--- config.mk ---
export PLATFORM = sky130hd
export DESIGN_NAME = csr_fu
export DESIGN_NICKNAME = d
export VERILOG_FILES = /design/src/rtl/OoO_pkg.sv /design/src/rtl/csr_fu.sv
export SDC_FILE = /design/constraint.sdc
export NUM_CORES = 1
export LEC_CHECK = 0
export CAP_MARGIN = 20
export CORE_MARGIN = 8
export CORE_UTILIZATION = 42
export CTS_CLUSTER_DIAMETER = 50
export DETAILED_ROUTE_END_ITERATION = 10
export GPL_ROUTABILITY_DRIVEN = 0
export PLACE_DENSITY = 0.95
export SKIP_LAST_GASP = 1
export SYNTH_ARGS = -nofsm -noshare
export SYNTH_HDL_FRONTEND = slang
export SYNTH_SLANG_ARGS = --single-unit
--- constraint.sdc ---
create_clock -name clock -period 3.95 [get_ports clock]
set_input_delay 0.79 -clock clock [delete_from_list [all_inputs] [get_ports clock]]
set_output_delay 0.79 -clock clock [all_outputs]
set_load 0.02 [all_outputs]
--- src/rtl/OoO_pkg.sv ---
// Shared types for the out-of-order core: functional-unit opcodes and the
// CSR functional-unit FSM encoding.
package OoO_pkg;

    localparam int unsigned XLEN       = 32;
    localparam int unsigned CSR_ADDR_W = 12;

    typedef enum logic [2:0] {
        FU_NOP,
        CSR_READ,
        CSR_WRITE,
        CSR_SET,
        CSR_CLEAR
    } fu_op_e;

    typedef enum logic [1:0] {
        StIdle,
        StWaitHead,
        StExec,
        StWb
    } csr_fu_state_e;

endpackage

--- src/rtl/csr_fu.sv ---
// CSR functional unit: holds one CSR/ecall/mret instruction until it is the ROB
// head, performs the register-file access for one cycle, then writes back.
module csr_fu
    import OoO_pkg::*;
#(
    parameter int unsigned ROB_IDX_W = 4
) (
    input  logic                  clock,
    input  logic                  reset,
    input  logic                  flush,

    input  logic                  issue_valid,
    output logic                  issue_ready,
    input  fu_op_e                issue_op,
    input  logic [CSR_ADDR_W-1:0] issue_csr_addr,
    input  logic [XLEN-1:0]       issue_wdata,
    input  logic [XLEN-1:0]       issue_pc,
    input  logic [ROB_IDX_W-1:0]  issue_rob_idx,
    input  logic                  issue_is_ecall,
    input  logic                  issue_is_mret,

    input  logic                  rob_head_valid,
    input  logic [ROB_IDX_W-1:0]  rob_head_idx,

    output fu_op_e                csr_op,
    output logic [CSR_ADDR_W-1:0] csr_addr,
    output logic [XLEN-1:0]       csr_wdata,
    output logic [XLEN-1:0]       csr_pc,
    output logic                  ecall,
    output logic                  mret,
    input  logic [XLEN-1:0]       csr_rdata,
    input  logic [XLEN-1:0]       mtvec_addr,
    input  logic [XLEN-1:0]       mepc_addr,

    output logic                  wb_valid,
    input  logic                  wb_ready,
    output logic [ROB_IDX_W-1:0]  wb_rob_idx,
    output logic [XLEN-1:0]       wb_data,

    output logic                  redirect_valid,
    output logic [XLEN-1:0]       redirect_pc
);

    csr_fu_state_e         state_q;
    fu_op_e                op_q;
    logic [CSR_ADDR_W-1:0] addr_q;
    logic [XLEN-1:0]       wdata_q;
    logic [XLEN-1:0]       pc_q;
    logic [ROB_IDX_W-1:0]  rob_q;
    logic                  is_ecall_q;
    logic                  is_mret_q;
    fu_op_e                csr_op_q;
    logic                  ecall_q;
    logic                  mret_q;
    logic                  wb_valid_q;
    logic [XLEN-1:0]       wb_data_q;
    logic [XLEN-1:0]       redirect_pc_q;

    logic                  is_sys;
    logic                  head_hit;

    assign is_sys   = is_ecall_q | is_mret_q;
    assign head_hit = rob_head_valid && (rob_head_idx == rob_q);

    always_ff @(posedge clock or negedge reset) begin
        if (!reset) begin
            state_q       <= StIdle;
            op_q          <= FU_NOP;
            addr_q        <= '0;
            wdata_q       <= '0;
            pc_q          <= '0;
            rob_q         <= '0;
            is_ecall_q    <= 1'b0;
            is_mret_q     <= 1'b0;
            csr_op_q      <= FU_NOP;
            ecall_q       <= 1'b0;
            mret_q        <= 1'b0;
            wb_valid_q    <= 1'b0;
            wb_data_q     <= '0;
            redirect_pc_q <= '0;
        end else begin
            unique case (state_q)
                StIdle: begin
                    if (issue_valid && !flush) begin
                        op_q       <= issue_op;
                        addr_q     <= issue_csr_addr;
                        wdata_q    <= issue_wdata;
                        pc_q       <= issue_pc;
                        rob_q      <= issue_rob_idx;
                        is_ecall_q <= issue_is_ecall;
                        is_mret_q  <= issue_is_mret;
                        state_q    <= StWaitHead;
                    end
                end
                StWaitHead: begin
                    // A squash beats a simultaneous head match: nothing has touched the CSRs yet.
                    if (flush) begin
                        state_q <= StIdle;
                    end else if (head_hit) begin
                        csr_op_q <= is_sys ? FU_NOP : op_q;
                        ecall_q  <= is_ecall_q;
                        mret_q   <= is_mret_q;
                        state_q  <= StExec;
                    end
                end
                StExec: begin
                    csr_op_q   <= FU_NOP;
                    ecall_q    <= 1'b0;
                    mret_q     <= 1'b0;
                    // csr_rdata is the pre-write value since the write lands on this edge.
                    wb_data_q  <= is_sys ? '0 : csr_rdata;
                    if (is_ecall_q) begin
                        redirect_pc_q <= mtvec_addr;
                    end else if (is_mret_q) begin
                        redirect_pc_q <= mepc_addr;
                    end
                    wb_valid_q <= 1'b1;
                    state_q    <= StWb;
                end
                StWb: begin
                    if (wb_ready) begin
                        wb_valid_q <= 1'b0;
                        state_q    <= StIdle;
                    end
                end
            endcase
        end
    end

    // Gated by reset so the unit never advertises readiness while held in reset.
    assign issue_ready    = reset && (state_q == StIdle);
    assign csr_op         = csr_op_q;
    assign csr_addr       = addr_q;
    assign csr_wdata      = wdata_q;
    assign csr_pc         = pc_q;
    assign ecall          = ecall_q;
    assign mret           = mret_q;
    assign wb_valid       = wb_valid_q;
    assign wb_rob_idx     = rob_q;
    assign wb_data        = wb_data_q;
    assign redirect_valid = wb_valid_q && wb_ready && is_sys;
    assign redirect_pc    = redirect_pc_q;

endmodule

==> impl_metrics.tcl, run 1 <==
set metrics [dict create \
    antenna_found_initial 0 \
    critical_path_class "in -> out" \
    tns_ns 0 \
    wl_per_cell_um 21.2 \
    syn-num-nets 632 \
    combPwrFrac_pct 46.6 \
    yosysMostFrequentCell "dfrtp_1" \
    p_sw_share_pct 35.5 \
    cts_buffers 17 \
    critPathMaxFanout 3 \
    path_buf_inv 2 \
    register_area_mm2 0.00393 \
    netlist_instances 441 \
    cp_data_required_time_ns 3.16 \
    skew_ns 0.0111 \
    peakVddDrop_uv 534 \
    crit_arrival_ns 2.06 \
    end_kind "output port" \
    rrSetupSlack_ns 1.92 \
    synth-edff-count 0 \
    finalSetupViolations 0 \
    cts.sinks 157 \
    nNetsFinal 973 \
    synth_area_leader_cell "dfrtp_1" \
    grt_usage_pct 21.4 \
    grt_pass1_wl_um 30500 \
    postCtsSetupBuffers 0 \
    p_clk_share_pct 19.9 \
    yosysSeqAreaShare_pct 63.5 \
    synth_cell_types 22 \
    drtAntennaViolNets 0 \
    max_slew_margin_pct 42.0 \
    worstMarginPinSlew_ns 0.869 \
    dpl.cell_count 946 \
    post-route-period-util_pct 72.2 \
    synthArstFlopShare_pct 100 \
    die_w_um 137 \
    die_area_mm2 0.0189 \
    drt_wl_total_um 20700 \
    firstDrtPassIters 6 \
    syn_area_mm2 0.00619 \
    avgSynthCellArea_um2 14.0 \
    ios 343 \
    synthTopCellsByArea "dfrtp_1 (63%), mux2_2 (15%), mux2i_1 (6.0%)" \
    rows 44 \
    hpwl_um 16100 \
    initial_core_util_pct 42.7 \
    drt_iter0_drc 126 \
    switching_power_mw 2.94 \
    synth_commonest_cells "dfrtp_1 (157), mux2_2 (83), nand2_1 (47)" \
    timing.rr.start "state_q[0]$_DFFE_PN0P_" \
    slew_violations 0 \
    cts_resized 0 \
    fmax_mhz 350 \
    core_area_mm2 0.0145 \
    cp_cell_sequence "clkdlybuf4s50_1 > nand2_1 > nor2_1 > clkdlybuf4s50_1" \
    crit_path_start_kind "input port" \
    whs_ns 0.231 \
    area_growth_pct 67.4 \
    r2r_cells 4 \
    ys_ff_latch 157 \
    cpPeakStageDelay_ns 0.62 \
    stdcell_count 979 \
    vias 4897 \
    drc 0 \
    clkTransAtPathRegs_ns 0.06 \
    cpMostUsedCell "clkdlybuf4s50_1" \
    power_frac_seq_pct 33.5 \
    critPathTopFamily "buffers and inverters" \
    maxCapViolations 0 \
    worstSkewPairLatency_ns 0.41 \
    ctsHoldBuffers 0 \
    period_minus_slack_ns 2.85 \
    synth_warnings 0 \
    viasPerCell 5.00 \
    cts_tree "done" \
    port_buffers 342 \
    status "complete, no violations" \
    rsz0062_at_grt "false" \
    hold_path.class "in -> async" \
    diodes 0 \
    drive_gt1_share_pct 15.8 \
    synth_top_area_share_pct 63.5 \
    worst_path_max_delay_cell "clkdlybuf4s50_1" \
    p_per_area_mw_per_mm2 800 \
    grt_pass1_vias 5364 \
    synth_ff_type "dfrtp_1" \
    grt_max_degree 71 \
    multi_input_area_mm2 0.00209 \
    grt_overflow_total 0 \
    cellInternalPower_mw 5.34 \
    htreeDepth 4 \
    p_leak_nw 4.38 \
    clk_path_buf_depth 2 \
    cp-startpoint "wb_ready" \
    reg2reg_to "wb_data[4]$_DFFE_PN0P_" \
    nFillCells 975 \
    die_y_um 137 \
    hold_violations 0 \
    root_buffer "clkbuf_16" \
]
cells by family (layout without fill, tap and decap cells):
| group | after synthesis | in the layout | synth area share [%] |
|---|---|---|---|
| flops | 157 | 157 | 63.5 |
| mux | 120 | 120 | 21.1 |
| compound gates | 69 | 69 | 7.56 |
| simple gates | 61 | 61 | 4.27 |
| buf+inv | 30 | 384 | 3.05 |
| xor+xnor | 4 | 4 | 0.566 |
flip-flops by register name, indices dropped and copies added, names as in the netlist, 3 cells and up, named ones only:
signal       flops
wb_rob_idx       4
wb_data         32
redirect_pc     32
csr_pc          32
op_q             3
csr_addr        12
csr_wdata       32
csr_op           3
cells in the final DEF, fill, tap and decap left out, drive strengths merged:
master           n
o21ai           36
clkbuf          22
nor3b            2
nand2b           2
a22o            32
clkinv           3
bufinv           3
nand2           47
inv              3
mux2i           37
nor3             2
xnor2            4
buf              9
dfrtp          157
mux2            83
clkinvlp         3
or2              1
o211ai           1
nand3            4
nor2             3
clkdlybuf4s50  341
how the worst max path moves through the flow:
stage / to / slack (ns) / depth (start not counted)
after detailed placement: redirect_valid / 1.10 / 4
final: redirect_valid / 1.10 / 4
after global placement: redirect_valid / 1.12 / 4
after floorplan: issue_ready / 1.85 / 1
after CTS: redirect_valid / 1.09 / 4
after global routing: redirect_valid / 1.02 / 4
cell type report:
class                      instances  share of cell area [%]
clock buffer                      22                    4.38
clock inverter                    10                    1.35
inverter                           2                  0.0725
multi-input combinational        254                    20.1
sequential                       157                    37.9
tap                              184                    2.22
timing repair buffer             350                    33.9
metal layers:
layer | vias to the layer above | track usage, % | wire length, um
li1 | 2231 | - | -
met1 | 2431 | 22.5 | 7340
met2 | 199 | 38.3 | 11100
met3 | 36 | 7.62 | 1700
met4 | 0 | 8.39 | 567
met5 | - | 0 | 0
power by group through the flow:
stage / clock (mW) / sequential [mW] / combinational (mW)
floorplan: 0 / 3.59 / 1.06
global placement: 0 / 2.72 / 3.81
detailed placement: 0 / 2.79 / 3.90
CTS: 1.68 / 2.78 / 3.92
global route: 1.74 / 2.87 / 4.07
finish: 1.65 / 2.78 / 3.86
per-stage QoR:
| step | util [%] | instance area [um2] | power, mW | setup slack [ns] |
|---|---|---|---|---|
| 2_1_floorplan | - | 6190 | 4.64 | 1.85 |
| 3_3_place_gp | 67.3 | 9740 | 6.53 | 1.12 |
| 3_5_place_dp | 67.3 | 9740 | 6.69 | 1.10 |
| 4_1_cts | 71.4 | 10300 | 8.38 | 1.09 |
| 5_1_grt | 71.5 | 10400 | 8.67 | 1.02 |
| 6_report | 71.5 | 10400 | 8.29 | 1.10 |
(Power assumes the default switching activity.)
==> inputs of run 2 (changes only) <==
Settings changed: CORE_UTILIZATION 42 to 39, PLACE_DENSITY 0.95 to 0.9.
Clock period 3.95 ns to 2.95 ns, I/O delays scaled along.
==> run 2 against run 1 <==
Net effect:
- design area decreased by 0.48%
- final cell count increased by 3.2%
- total power increased by 30%
- wire length decreased by 0.96%
- critical path depth unchanged
- sequential cell count unchanged
- combinational power increased by 34%
- sequential power increased by 33%
==> impl_metrics.tcl, run 2 (synthesized netlist as in run 1, its figures left out) <==
set metrics [dict create \
    status "complete, no violations" \
    rsz0062_at_grt "false" \
    setup_ws_ns 0.422 \
    peakVddDrop_uv 599 \
    maxCapViolations 0 \
    skew_ns 0.00666 \
    drc 0 \
    cellInternalPower_mw 6.88 \
    firstDrtPassIters 4 \
    fmax_mhz 396 \
    hpwl_um 15600 \
    power_frac_seq_pct 34.3 \
    die_y_um 142 \
    grt_usage_pct 20.5 \
    cp_data_required_time_ns 2.36 \
    grt_overflow_total 0 \
    hold_violations 0 \
    final_cell_mix "clkdlybuf4s50_1 (341), dfrtp_1 (156), mux2_2 (83)" \
    worstMarginPinSlew_ns 0.872 \
    nFillCells 1176 \
    initial_core_util_pct 39.4 \
    whs_ns 0.317 \
    ios 343 \
    register_area_mm2 0.00393 \
    clk_path_buf_depth 2 \
    diodes 0 \
    hold_path.class "in -> async" \
    grt_pass1_wl_um 31400 \
    postCtsSetupBuffers 0 \
    cts.sinks 157 \
    p_leak_nw 4.33 \
    drive_gt1_share_pct 15.5 \
    final_core_util_pct 65.6 \
    p_per_area_mw_per_mm2 1040 \
    period_minus_slack_ns 2.53 \
    end_kind "output port" \
    critPathMaxFanout 3 \
    vias 4932 \
    drt_wl_total_um 20500 \
    final_common_cell "clkdlybuf4s50_1" \
    finalInstanceArea_mm2 0.0103 \
    slew_violations 0 \
    clkTransAtPathRegs_ns 0.06 \
    cts_resized 0 \
    htreeDepth 4 \
    nNetsFinal 973 \
    cts_tree "done" \
    area_growth_pct 66.5 \
    port_buffers 342 \
    switching_power_mw 3.88 \
    p_sw_share_pct 36.1 \
    crit_path_start_kind "input port" \
    finalSetupViolations 0 \
    ctsHoldBuffers 0 \
    worstSkewPairLatency_ns 0.42 \
    pre_cts_slack_ns 0.407 \
    grt_pass1_vias 5579 \
    die_area_mm2 0.0202 \
    drtAntennaViolNets 0 \
    drt_iter0_drc 175 \
    critical_path_class "in -> out" \
    die_w_um 142 \
    post-route-period-util_pct 85.7 \
    root_buffer "clkbuf_16" \
    p_clk_share_pct 17.8 \
    wl_per_cell_um 20.3 \
    detailed_place.area_mm2 0.00980 \
    combPwrFrac_pct 47.9 \
    tns_ns 0 \
    viasPerCell 4.88 \
    rows 46 \
    max_slew_margin_pct 41.9 \
    cts_buffers 17 \
    crit_arrival_ns 1.94 \
    antenna_found_initial 0 \
    multi_input_area_mm2 0.00209 \
    core_area_mm2 0.0157 \
    grt_max_degree 158 \
]
==> run 2: cell count changes in the layout (fill, tap and decap cells not counted), sizes merged <==
cell / before / now
bufinv: 3 / 0
clkinv: 3 / 4
inv: 3 / 2
clkbuf: 22 / 24
==> run 2: worst max-delay path: stages <==
cell and delay (ns):
clkdlybuf4s50_1 0.50, nand2_1 0.06, nor2_1 0.14, clkdlybuf4s50_1 0.64
==> run 2: path summary, 6_finish.rpt <==
kind	startpoint	endpoint	slack [ns]	depth (start not counted)
worst max register to register	is_mret_q$_DFFE_PN0P_	redirect_pc[0]$_DFFE_PN0P_	1.10	4
worst min register to register	redirect_pc[20]$_DFFE_PN0P_	redirect_pc[20]$_DFFE_PN0P_	0.49	2
worst max-delay path	wb_ready	redirect_valid	0.42	4
min in group clock	redirect_pc[20]$_DFFE_PN0P_	redirect_pc[20]$_DFFE_PN0P_	0.49	2
worst min-delay path	reset	wb_data[2]$_DFFE_PN0P_	0.32	2
max in group asynchronous	reset	is_ecall_q$_DFFE_PN0P_	1.91	2
==> run 2: stage by stage <==
step,std cells,power (mW)
2_1_floorplan,441,6.21
3_3_place_gp,979,8.76
3_5_place_dp,979,8.92
4_1_cts,1010,10.9
5_1_grt,1010,11.3
6_report,1010,10.8
==> run 2: layout make-up <==
cell class / instances / area share [%]
clock buffer: 24 / 4.48
sequential: 157 / 38.1
timing repair buffer: 350 / 34.0
inverter: 2 / 0.0728
clock inverter: 7 / 0.413
multi-input combinational: 254 / 20.2
tap: 216 / 2.62
==> run 2: power groups by stage <==
stage / registers [mW] / logic, mW / clock network [mW]
floorplan: 4.80 / 1.41 / 0
global placement: 3.65 / 5.11 / 0
detailed placement: 3.71 / 5.21 / 0
CTS: 3.70 / 5.23 / 1.96
global route: 3.81 / 5.45 / 2.05
finish: 3.69 / 5.16 / 1.92
==> run 2: layer usage <==
metal  share of wire [%]  vias to the layer above  global-route usage, %
li1                    -                     2239                      -
met1                  36                     2410                   21.5
met2                  51                      235                   34.9
met3                 9.6                       48                   9.33
met4                 3.4                        0                   9.04
met5                   0                        -                      0
==> inputs of run 3 (changes only) <==
--- a/config.mk
+++ b/config.mk
@@ -12,4 +12,4 @@
 export DETAILED_ROUTE_END_ITERATION = 10
-export GPL_ROUTABILITY_DRIVEN = 0
-export PLACE_DENSITY = 0.9
+export GPL_ROUTABILITY_DRIVEN = 1
+export PLACE_DENSITY = 0.87
 export SKIP_LAST_GASP = 1
--- a/constraint.sdc
+++ b/constraint.sdc
@@ -3,2 +3,2 @@
 set_output_delay 0.59 -clock clock [all_outputs]
-set_load 0.02 [all_outputs]
+set_load 0.01 [all_outputs]
==> run 3 against run 2 <==
Net effect:
- design area rose by 0.68%
- non-clock buffer count rose by 1
- highest routed layer unchanged
- hold slack improved by 0.00073 ns
- count of clock-buffer cells in the layout fell by 4
- global-route usage fell by 0.31 points
- die area did not move
- sequential cell count did not move
- via count fell by 1.8%
- wire length fell by 1.5%
- first-iteration DRC count fell by 4.6%
- sequential power barely moved
==> impl_metrics.tcl, run 3 (synthesized netlist as in run 1, its figures left out) <==
set metrics [dict create \
    fmax_mhz 420 \
    drt_wl_total_um 20200 \
    maxCapViolations 0 \
    hold_path.class "in -> async" \
    critPathTopFamily "buffers and inverters" \
    cp_cell_sequence "clkdlybuf4s50_1 > nand2_1 > nor2_1 > clkdlybuf4s50_1" \
    p_leak_nw 4.36 \
    cp_data_required_time_ns 2.36 \
    gp_congestion 0.779 \
    cts_tree "done" \
    antenna_found_initial 1 \
    area_growth_pct 67.7 \
    cp-startpoint "wb_ready" \
    hold_violations 0 \
    worstMarginPinSlew_ns 0.886 \
    clkTransAtPathRegs_ns 0.06 \
    initial_core_util_pct 39.4 \
    die_y_um 142 \
    grt_max_degree 158 \
    finalSetupViolations 0 \
    drc 0 \
    grt_usage_pct 20.2 \
    slew_violations 0 \
    final_common_cell "clkdlybuf4s50_1" \
    dpl.cell_count 980 \
    port_buffers 342 \
    detailed_place.area_mm2 0.00981 \
    die_area_mm2 0.0202 \
    ios 343 \
    grt_pass1_vias 5440 \
    root_buffer "clkbuf_16" \
    worstSkewPairLatency_ns 0.42 \
    rsz0062_at_grt "false" \
    postCtsSetupBuffers 0 \
    post-route-period-util_pct 80.6 \
    cts_buffers 17 \
    critPathMaxFanout 3 \
    vias 4842 \
    max_slew_margin_pct 40.9 \
    final_core_util_pct 66.1 \
    peakVddDrop_uv 586 \
    htreeDepth 4 \
    crit_arrival_ns 1.79 \
    skew_ns 0.0100 \
    path_buf_inv 2 \
    cts.sinks 157 \
    setup_ws_ns 0.571 \
    end_kind "output port" \
    crit_end "redirect_valid" \
    period_minus_slack_ns 2.38 \
    power_mw 10.2 \
    path_depth 4 \
    status "complete, no violations" \
    pre_cts_slack_ns 0.563 \
    grt_pass1_wl_um 30800 \
    wl_per_cell_um 20.0 \
    rows 46 \
    timing.rr.start "state_q[0]$_DFFE_PN0P_" \
    clk_path_buf_depth 2 \
    cpMostUsedCell "clkdlybuf4s50_1" \
    stdcell_count 1011 \
    grt_overflow_total 0 \
    final_cell_mix "clkdlybuf4s50_1 (341), dfrtp_1 (156), mux2_2 (83)" \
    firstDrtPassIters 4 \
    cpPeakStageDelay_ns 0.54 \
    p_per_area_mw_per_mm2 983 \
    critical_path_class "in -> out" \
    crit_path_start_kind "input port" \
    whs_ns 0.318 \
    die_w_um 142 \
    finalInstanceArea_mm2 0.0104 \
    r2r_cells 5 \
    core_area_mm2 0.0157 \
    drive_gt1_share_pct 16.0 \
    ctsHoldBuffers 0 \
    cts_resized 0 \
    tns_ns 0 \
    drt_iter0_drc 167 \
    rrSetupSlack_ns 0.94 \
    nNetsFinal 974 \
    hpwl_um 15500 \
    viasPerCell 4.79 \
    reg2reg_to "redirect_pc[3]$_DFFE_PN0P_" \
    worst_path_max_delay_cell "clkdlybuf4s50_1" \
    drtAntennaViolNets 0 \
]
==> run 3: worst min path at each step <==
stage,start,endpoint,slack [ns]
6_report,reset,csr_pc[20]$_DFFE_PN0P_,0.32
5_1_grt,reset,csr_pc[20]$_DFFE_PN0P_,0.41
4_1_cts,reset,csr_wdata[10]$_DFFE_PN0P_,0.39
3_5_place_dp,redirect_pc[0]$_DFFE_PN0P_,redirect_pc[0]$_DFFE_PN0P_,0.47
3_3_place_gp,redirect_pc[1]$_DFFE_PN0P_,redirect_pc[1]$_DFFE_PN0P_,0.46
2_1_floorplan,reset,asynchronous set/reset pin,0.29
==> run 3: worst reg2reg max path, cell delays in order, from the launching register on <==
cell	delay, ns
dfrtp_1	0.47
nand2b_2	0.36
or2_2	0.62
buf_4	0.33
nand2_1	0.07
o21ai_1	0.08
==> run 3: layout make-up <==
class	count	area, um2
Timing Repair Buffer	351	3520
Sequential cell	157	3930
Multi-Input combinational cell	254	2090
Clock inverter	10	118
Tap cell	216	270
Antenna cell	1	2.50
Clock buffer	20	447
Inverter	2	7.51
Fill cell	1182	5330
==> run 3: power breakdown <==
part / internal (mW) / total, mW / switching [mW]
combinational: 2.66 / 4.42 / 1.75
sequential: 3.13 / 3.68 / 0.552
clock: 1.26 / 2.10 / 0.841
total: 7.05 / 10.2 / 3.15
==> run 3: routing by layer <==
metal,global-route usage [%],wire (um)
met1,20.8,7220
met2,35.2,10500
met3,8.15,1800
met4,9.72,721
met5,0,0
